### src/rtl/mag_pkg.sv
// Shared types and helpers for the magnitude request arbiter.
package mag_pkg;

    typedef enum logic [1:0] {
        IDLE   = 2'd0,
        CALC   = 2'd1,
        RESULT = 2'd2
    } state_e;

    localparam int W_DEF   = 8;
    // Upper bound on the requester count that rr_pick can search.
    localparam int MAX_REQ = 32;

    // Round-robin winner: the first set bit of valid, searching from last+1
    // and wrapping modulo n. Returns last when nothing is valid, so callers
    // must qualify the result with |valid.
    function automatic int unsigned rr_pick(input logic [MAX_REQ-1:0] valid,
                                            input int unsigned       n,
                                            input int unsigned       last);
        int unsigned idx;
        int unsigned pick;
        pick = last;
        // Walk the offsets from far to near so the nearest valid requester wins.
        for (int unsigned k = MAX_REQ; k >= 1; k--) begin
            if (k <= n) begin
                idx = last + k;
                if (idx >= n) begin
                    idx = idx - n;
                end
                if (valid[idx[4:0]]) begin
                    pick = idx;
                end
            end
        end
        return pick;
    endfunction

endpackage

### src/rtl/mag_approx_core.sv
// Alpha-max-beta-min magnitude approximation: max + min/2 - 1, modulo 2^W.
module mag_approx_core
    import mag_pkg::*;
#(
    parameter int W = W_DEF
) (
    input  logic [W-1:0] x,
    input  logic [W-1:0] y,
    output logic [W-1:0] mag
);

    logic [W-1:0] max_v;
    logic [W-1:0] min_v;

    // Order the operands and combine; the wrap at x=y=0 is intended.
    always_comb begin
        max_v = (x > y) ? x : y;
        min_v = (x > y) ? y : x;
        mag   = max_v + (min_v >> 1) - W'(1);
    end

endmodule

### src/rtl/mag_req_arbiter.sv
// Round-robin front end sharing one magnitude core between N_REQ requesters.
//
//  state  | meaning
//  IDLE   | pick a winner among valid requesters and accept its operands
//  CALC   | core evaluates latched operands; result registered on exit
//  RESULT | result held on res_* until res_ready
module mag_req_arbiter
    import mag_pkg::*;
#(
    parameter  int N_REQ = 4,
    parameter  int W     = W_DEF,
    localparam int IDW   = $clog2(N_REQ)
) (
    input  logic               clk,
    input  logic               rst,
    input  logic [N_REQ-1:0]   req_valid,
    input  logic [N_REQ*W-1:0] req_x,
    input  logic [N_REQ*W-1:0] req_y,
    output logic [N_REQ-1:0]   req_ready,
    output logic               res_valid,
    output logic [W-1:0]       res_data,
    output logic [IDW-1:0]     res_id,
    input  logic               res_ready,
    output logic               busy
);

    state_e           state_q, state_d;
    logic [IDW-1:0]   last_grant_q, last_grant_d;
    logic [W-1:0]     x_q, x_d;
    logic [W-1:0]     y_q, y_d;
    logic [IDW-1:0]   id_q, id_d;
    logic             res_valid_q, res_valid_d;
    logic [W-1:0]     res_data_q, res_data_d;
    logic [IDW-1:0]   res_id_q, res_id_d;
    logic             busy_q, busy_d;

    logic [MAX_REQ-1:0] valid_ext;
    logic [IDW-1:0]     winner;
    logic               any_valid;
    logic [W-1:0]       x_sel;
    logic [W-1:0]       y_sel;
    logic [N_REQ-1:0]   ready_c;
    logic [W-1:0]       mag;

    mag_approx_core #(.W(W)) u_core (
        .x   (x_q),
        .y   (y_q),
        .mag (mag)
    );

    // Round-robin winner and its operands, muxed out of the packed buses.
    always_comb begin
        valid_ext              = '0;
        valid_ext[N_REQ-1:0]   = req_valid;
        any_valid              = |req_valid;
        winner = IDW'(rr_pick(valid_ext, N_REQ, 32'(last_grant_q)));
        x_sel  = '0;
        y_sel  = '0;
        for (int i = 0; i < N_REQ; i++) begin
            if (IDW'(i) == winner) begin
                x_sel = req_x[i*W +: W];
                y_sel = req_y[i*W +: W];
            end
        end
    end

    // Next-state, grant and result-register logic.
    always_comb begin
        state_d      = state_q;
        last_grant_d = last_grant_q;
        x_d          = x_q;
        y_d          = y_q;
        id_d         = id_q;
        res_valid_d  = res_valid_q;
        res_data_d   = res_data_q;
        res_id_d     = res_id_q;
        ready_c      = '0;
        case (state_q)
            IDLE: begin
                if (any_valid) begin
                    // The grant always lands on a valid requester, so any
                    // valid input means a handshake this cycle.
                    ready_c      = N_REQ'(1) << winner;
                    x_d          = x_sel;
                    y_d          = y_sel;
                    id_d         = winner;
                    last_grant_d = winner;
                    state_d      = CALC;
                end
            end
            CALC: begin
                res_data_d  = mag;
                res_id_d    = id_q;
                res_valid_d = 1'b1;
                state_d     = RESULT;
            end
            RESULT: begin
                if (res_ready) begin
                    res_valid_d = 1'b0;
                    state_d     = IDLE;
                end
            end
            default: begin
                state_d = IDLE;
            end
        endcase
        busy_d    = (state_d != IDLE);
        req_ready = rst ? '0 : ready_c;
    end

    // State and datapath registers with synchronous reset.
    always_ff @(posedge clk) begin
        if (rst) begin
            state_q      <= IDLE;
            last_grant_q <= IDW'(N_REQ - 1);
            x_q          <= '0;
            y_q          <= '0;
            id_q         <= '0;
            res_valid_q  <= 1'b0;
            res_data_q   <= '0;
            res_id_q     <= '0;
            busy_q       <= 1'b0;
        end else begin
            state_q      <= state_d;
            last_grant_q <= last_grant_d;
            x_q          <= x_d;
            y_q          <= y_d;
            id_q         <= id_d;
            res_valid_q  <= res_valid_d;
            res_data_q   <= res_data_d;
            res_id_q     <= res_id_d;
            busy_q       <= busy_d;
        end
    end

    assign res_valid = res_valid_q;
    assign res_data  = res_data_q;
    assign res_id    = res_id_q;
    assign busy      = busy_q;

endmodule

### config.mk
export PLATFORM = sky130hd
export DESIGN_NAME = mag_req_arbiter
export DESIGN_NICKNAME = d
export VERILOG_FILES = /design/src/rtl/mag_pkg.sv /design/src/rtl/mag_approx_core.sv /design/src/rtl/mag_req_arbiter.sv
export SDC_FILE = /design/constraint.sdc
export NUM_CORES = 1
export LEC_CHECK = 0
export CAP_MARGIN = 15
export CORE_MARGIN = 2
export CORE_UTILIZATION = 40
export CTS_CLUSTER_DIAMETER = 60
export CTS_CLUSTER_SIZE = 14
export DETAILED_ROUTE_END_ITERATION = 8
export PLACE_DENSITY = 0.82
export SKIP_CTS_REPAIR_TIMING = 1
export SLEW_MARGIN = 20
export SYNTH_ARGS = -nofsm -noshare
export SYNTH_HDL_FRONTEND = slang
export SYNTH_SLANG_ARGS = --single-unit
### constraint.sdc
create_clock -name clk -period 11.75 [get_ports clk]
set_clock_uncertainty 0.05 [all_clocks]
set_input_delay 2.9375 -clock clk [delete_from_list [all_inputs] [get_ports clk]]
set_output_delay 2.9375 -clock clk [all_outputs]
set_load 0.02 [all_outputs]
* Yosys cells after proc, flatten, opt, wreduce, memory -nomap -nowiden
Index checks and enable logic that the tools add are counted.
** Operators by class
- Shifts and indexed selects :: 1
- Eq/ne operators :: 6
- Mux-type cells :: 34
- Order comparisons :: 9
- $add $sub $neg :: 10
- Reductions and logical operators :: 7
** Operators by type and width (count)
- 8-bit 2-to-1 mux :: 10
- 5-bit by 6-bit less-than comparator with 1-bit output, second input constant :: 4
- 1-bit binary-select mux with 5-bit select :: 4
- 5-bit 2-to-1 mux :: 4
- 2-bit 2-to-1 mux :: 6
- 4-bit 2-to-1 mux :: 3
- 3-bit by 3-bit subtractor with 4-bit output, second input constant :: 3
- 3-bit >= comparator, second input constant :: 3
- 8-bit by 7-bit adder with 8-bit output :: 1
- 8-bit greater-than comparator :: 1
- 8-bit by 1-bit subtractor with 8-bit output, second input constant :: 1
- 2-bit by 2-bit adder with 3-bit output, second input constant :: 2
- 2-bit case mux with 3 select lines :: 1
- 1-bit 2-to-1 mux :: 5
- 4-bit by 3-bit subtractor with 5-bit output, second input constant :: 1
- 2-bit by 3-bit adder with 4-bit output, second input constant :: 1
- 2-bit equality test, first input constant :: 2
- 4-bit by 3-bit >= comparator with 1-bit output, second input constant :: 1
- 2-bit zero test :: 2
- 2-bit AND reduction :: 2
- 2-bit nonzero test :: 2
- 4-bit OR reduction :: 1
- 1-bit by 2-bit left shift with 4-bit output, first input constant :: 1
- 2-bit by 1-bit adder with 3-bit output, second input constant :: 1
- other kinds (5) :: 5
** Storage, ports and cells
- Register bits :: 34
- Input port bits :: 71
- Output and inout bits :: 16
- Word-level logic and storage cells :: 76

* Depth between registers and ports, before layout
- Depth after elaboration :: 14
- Depth in mapped cells :: 22
- Gate-level depth less buffers :: 21

* Hierarchy
A second synthesis with hierarchy kept.
** Second synthesis, totals
- Cell total of the unflattened synthesis :: 345
- Area total of the unflattened synthesis :: 2944.1 um^2
** Modules (own cells, without submodules)
- mag_req_arbiter :: cells an instance 245, instances 1, sequential area each 680.7 um^2, area an instance 2137.0 um^2
- mag_approx_core :: cells an instance 100, instances 1, sequential area each 0.0 um^2, area an instance 807.0 um^2

* Worst setup path before layout
OpenSTA, ideal clock, no wires.
- Path kind :: input to output
- Start point :: input req_valid[0]
- End point :: output req_ready[1]
- Path slack :: 4.141 ns
- Data required time :: 8.763 ns
- Data arrival time :: 4.622 ns
- Path buffers :: 1
- Cell stages on the path :: 8
- Path through :: mux2i_2 > a221oi_2 > a221oi_2 > nand2_2 > xnor2_4 > buf_4 > inv_1 > nor2_1
** Between the ends
- Word-level cells in the longest chain between the ends :: 10
- Elaborated cells between the ends (all ways) :: 17
- Classes of those cells :: shift: 1; mux: 15; reduce/logical: 1
** RTL lines
- start: declaration :: line mag_req_arbiter.sv:16 : input logic [N_REQ-1:0] req_valid,
- 1-bit binary-select mux with 5-bit select :: line mag_pkg.sv:30 : if (valid[idx[4:0]]) begin
- 1-bit 2-to-1 mux (implied by the code) :: line mag_pkg.sv:30
- 2-bit 2-to-1 mux (4 in series) :: line mag_pkg.sv:30
- 1-bit by 2-bit left shift with 4-bit output :: line mag_req_arbiter.sv:83 : ready_c = N_REQ'(1) << winner;
- 4-bit 2-to-1 mux (*) :: line mag_req_arbiter.sv:80 : if (any_valid) begin
- 4-bit 2-to-1 mux (*) :: line mag_req_arbiter.sv:78 : case (state_q)
- 4-bit 2-to-1 mux (*) :: line mag_req_arbiter.sv:108 : req_ready = rst ? '0 : ready_c;
- end: declaration :: line mag_req_arbiter.sv:19 : output logic [N_REQ-1:0] req_ready,
Mark *: on every way between the ends. The rest lies on a longest branch, timed or not. The select of a mux whose other input is x is not followed.

* Final worst setup path
Ends and elaborated chain as after synthesis.

==> qor.yml <==
cpMaxStageDelayCell: "clkdlybuf4s50_1"
core_area_mm2: 0.006314
clock_path_buffers: 2
cp.buffers_inverters: 4
end_kind: "primary output"
ios: 87
cp_num_cells: 10
dieWidth_um: 84.68
drive_gt1_share_pct: 4.663
critPathMaxFanout: 36
rsz0062_at_grt: "no"
hold_path_depth: 2
syn_area_mm2: 0.002604
ys_types: 44
reg2reg_slack_ps: 7380
cts_buffers: 5
ys_warn_count: 0
slew_headroom_pct: 36.70
die_h_um: 84.68
path_class: "primary input to primary output"
required_ps: 8760
firstDrtPassIters: 5
finalCriticalPeriod_ps: 8730
io_buffer_count: 86
start_util_pct: 41.24
reg2reg_depth: 20
fin_cells: 463
grt_pass1_wl_um: 10310
dpl.hpwl_um: 4855
drv_slew: 0
crit_family: "buffers and inverters"
grt_use_total_pct: 17.35
synth_edf_count: 0
min_period_over_period_pct: 74.30
synth_seq_area_share_pct: 26.14
cp_cell_sequence: "clkdlybuf4s50_1 -> mux2i_2 -> a221oi_2 -> a221oi_2 -> nand2_2 -> xnor2_4 -> buf_4 -> inv_1 -> nor2_1 -> clkdlybuf4s50_1"
ir_drop_v: 0.0001976
worst_pin_slew_ps: 942.2
utilization_pct: 56.90
leakage_nw: 1.567
synth_cells: 305
drv_cap: 0
vias_per_cell: 5.272
hp-class: "flip-flop to flip-flop"
ant_nets: 0
cts-htree-levels: 2
num_vias: 2441
power_density_mw_per_mm2: 326.6
rows: 29
antennaDiodeCount: 0
path_clk_slew_ps: 60
finalSetupTns_ps: 0
drt_iter0_markers: 99
grt_max_degree: 37
avgSynthCellArea_um2: 8.537
timing.fmax_ghz: 0.1145
clock_sinks: 34
wire_per_inst_um: 13.28
grt_pass1_vias: 2437
wirelength_um: 6148
yosys_most_used_dff: "dfxtp_1"
setup_viol: 0
antenna_found_initial: 0
nNetsFinal: 483
clock_latency_ps: 290
drc_errors: 0
critPathLaunchType: "primary input"
placed_cells: 455
die_area_mm2: 0.007171
synthArstFlopShare_pct: 0
worstPathArrival_ps: 5740
status: "complete, no violations"
cts_tree: "yes"
syn-num-nets: 403
synth-seq-cells: 34
grt.overflow.total: 0
gp_congestion: 0.8724
power_mw: 1.173
area_growth_syn_to_layout_pct: 37.96
cpPeakStageDelay_ps: 620
cts-root-buf: "clkbuf_8"
hold_violations: 0
timing.hold.ws_ps: 401.6
[cell usage after synthesis, drive strengths merged (2+ instances only)]
master	number	area (µm²)
clkbuf	10	37.54
a21o	8	60.06
o221ai	10	87.58
nand3b	2	15.01
buf	4	45.04
and3	2	12.51
xnor2	4	53.81
ha	26	325.3
nand2b	2	12.51
nor2	28	105.1
or2	2	12.52
a221oi	9	97.59
dfxtp	34	680.7
mux2i	43	434.2
nand2	26	100.1
o21bai	5	37.54
nor3	4	20.02
o21ai	7	35.03
a31oi	3	18.77
a211oi	2	15.01
inv	28	105.1
nand3	2	10.01
nand4	4	25.02
nor2b	5	31.28
a21oi	23	115.1
[path summary, 6_finish.rpt]
path           startpoint            to
max          req_valid[0]  req_ready[1]
min           res_data[4]   res_data[4]
max reg2reg        y_q[1]   res_data[7]
min reg2reg   res_data[4]   res_data[4]
[registers in the layout (all words and copies together), names as in the netlist]
name,flops
state_q,2
y_q,8
busy,1
id_q,2
last_grant_q,2
res_id,2
res_valid,1
x_q,8
res_data,8
[routing by layer]
| layer | wire length, µm | vias to the layer above | global-route usage, % |
|---|---|---|---|
| met5 | 0 | - | 0 |
| met4 | 95 | 0 | 6.349 |
| met3 | 308 | 7 | 2.852 |
| met2 | 3081 | 75 | 32.28 |
| met1 | 2662 | 1109 | 19.77 |
| li1 | - | 1250 | - |
[report_power, final]
part / leakage, nW / total, mW / switching [mW] / internal (mW)
clock: 0.0482 / 0.0889 / 0.0417 / 0.0472
sequential: 0.281 / 0.182 / 0.0305 / 0.152
combinational: 1.24 / 0.902 / 0.482 / 0.420
total: 1.57 / 1.17 / 0.554 / 0.619
[final cells by class]
type	count	area [µm²]
clock buffers	7	86.33
well taps	77	96.34
flip-flops and latches	34	680.7
inverters	28	105.1
multi-input cells	229	1750
fillers	587	2721
clock inverters	1	5.005
repair buffers	87	868.3
[cells by family after synthesis]
kind of cell	synth area share, %
AOI/OAI and AO/OA	19.56
DFF	26.14
xor gates and xnor gates	2.067
buffers and inverters	7.208
and+or+nand+nor	15.09
muxes	16.67
adders and majority gates	13.26
[worst reg2reg max path: cells and delay by family, from the launching register on]
family | cells | cell delay, ps
AO/OA/AOI/OAI | 8 | 1710
adder cells (fa/ha/maj) | 4 | 1000
buffers and inverters | 3 | 170
flip-flops | 1 | 370
AND/OR/NAND/NOR | 5 | 1020
[through the flow]
| step | cell area, µm² | setup slack [ps] |
|---|---|---|
| finish | 3592 | 3020 |
| global route | 3592 | 2761 |
| CTS | 3583 | 3024 |
| detailed placement | 3492 | 3031 |
| global placement | 3492 | 3096 |
| floorplan | 2604 | 4141 |
[placed cells by master (no fill, tap or decap), types with 2 or more instances in the layout]
cell / count
nor2_1: 28
a21o_1: 8
inv_1: 28
nand2_1: 25
a211oi_1: 2
a21oi_1: 23
xnor2_1: 3
o21ai_0: 7
clkdlybuf4s50_1: 86
nand3_1: 2
clkbuf_8: 6
dfxtp_1: 34
a221oi_2: 3
o221ai_1: 10
nand4_1: 4
nor3_1: 4
ha_1: 26
mux2i_1: 42
nor2b_1: 5
nand3b_1: 2
a221oi_1: 6
nand2b_1: 2
a31oi_1: 2
and3_1: 2
o21bai_1: 5
(Power assumes the default switching activity.)
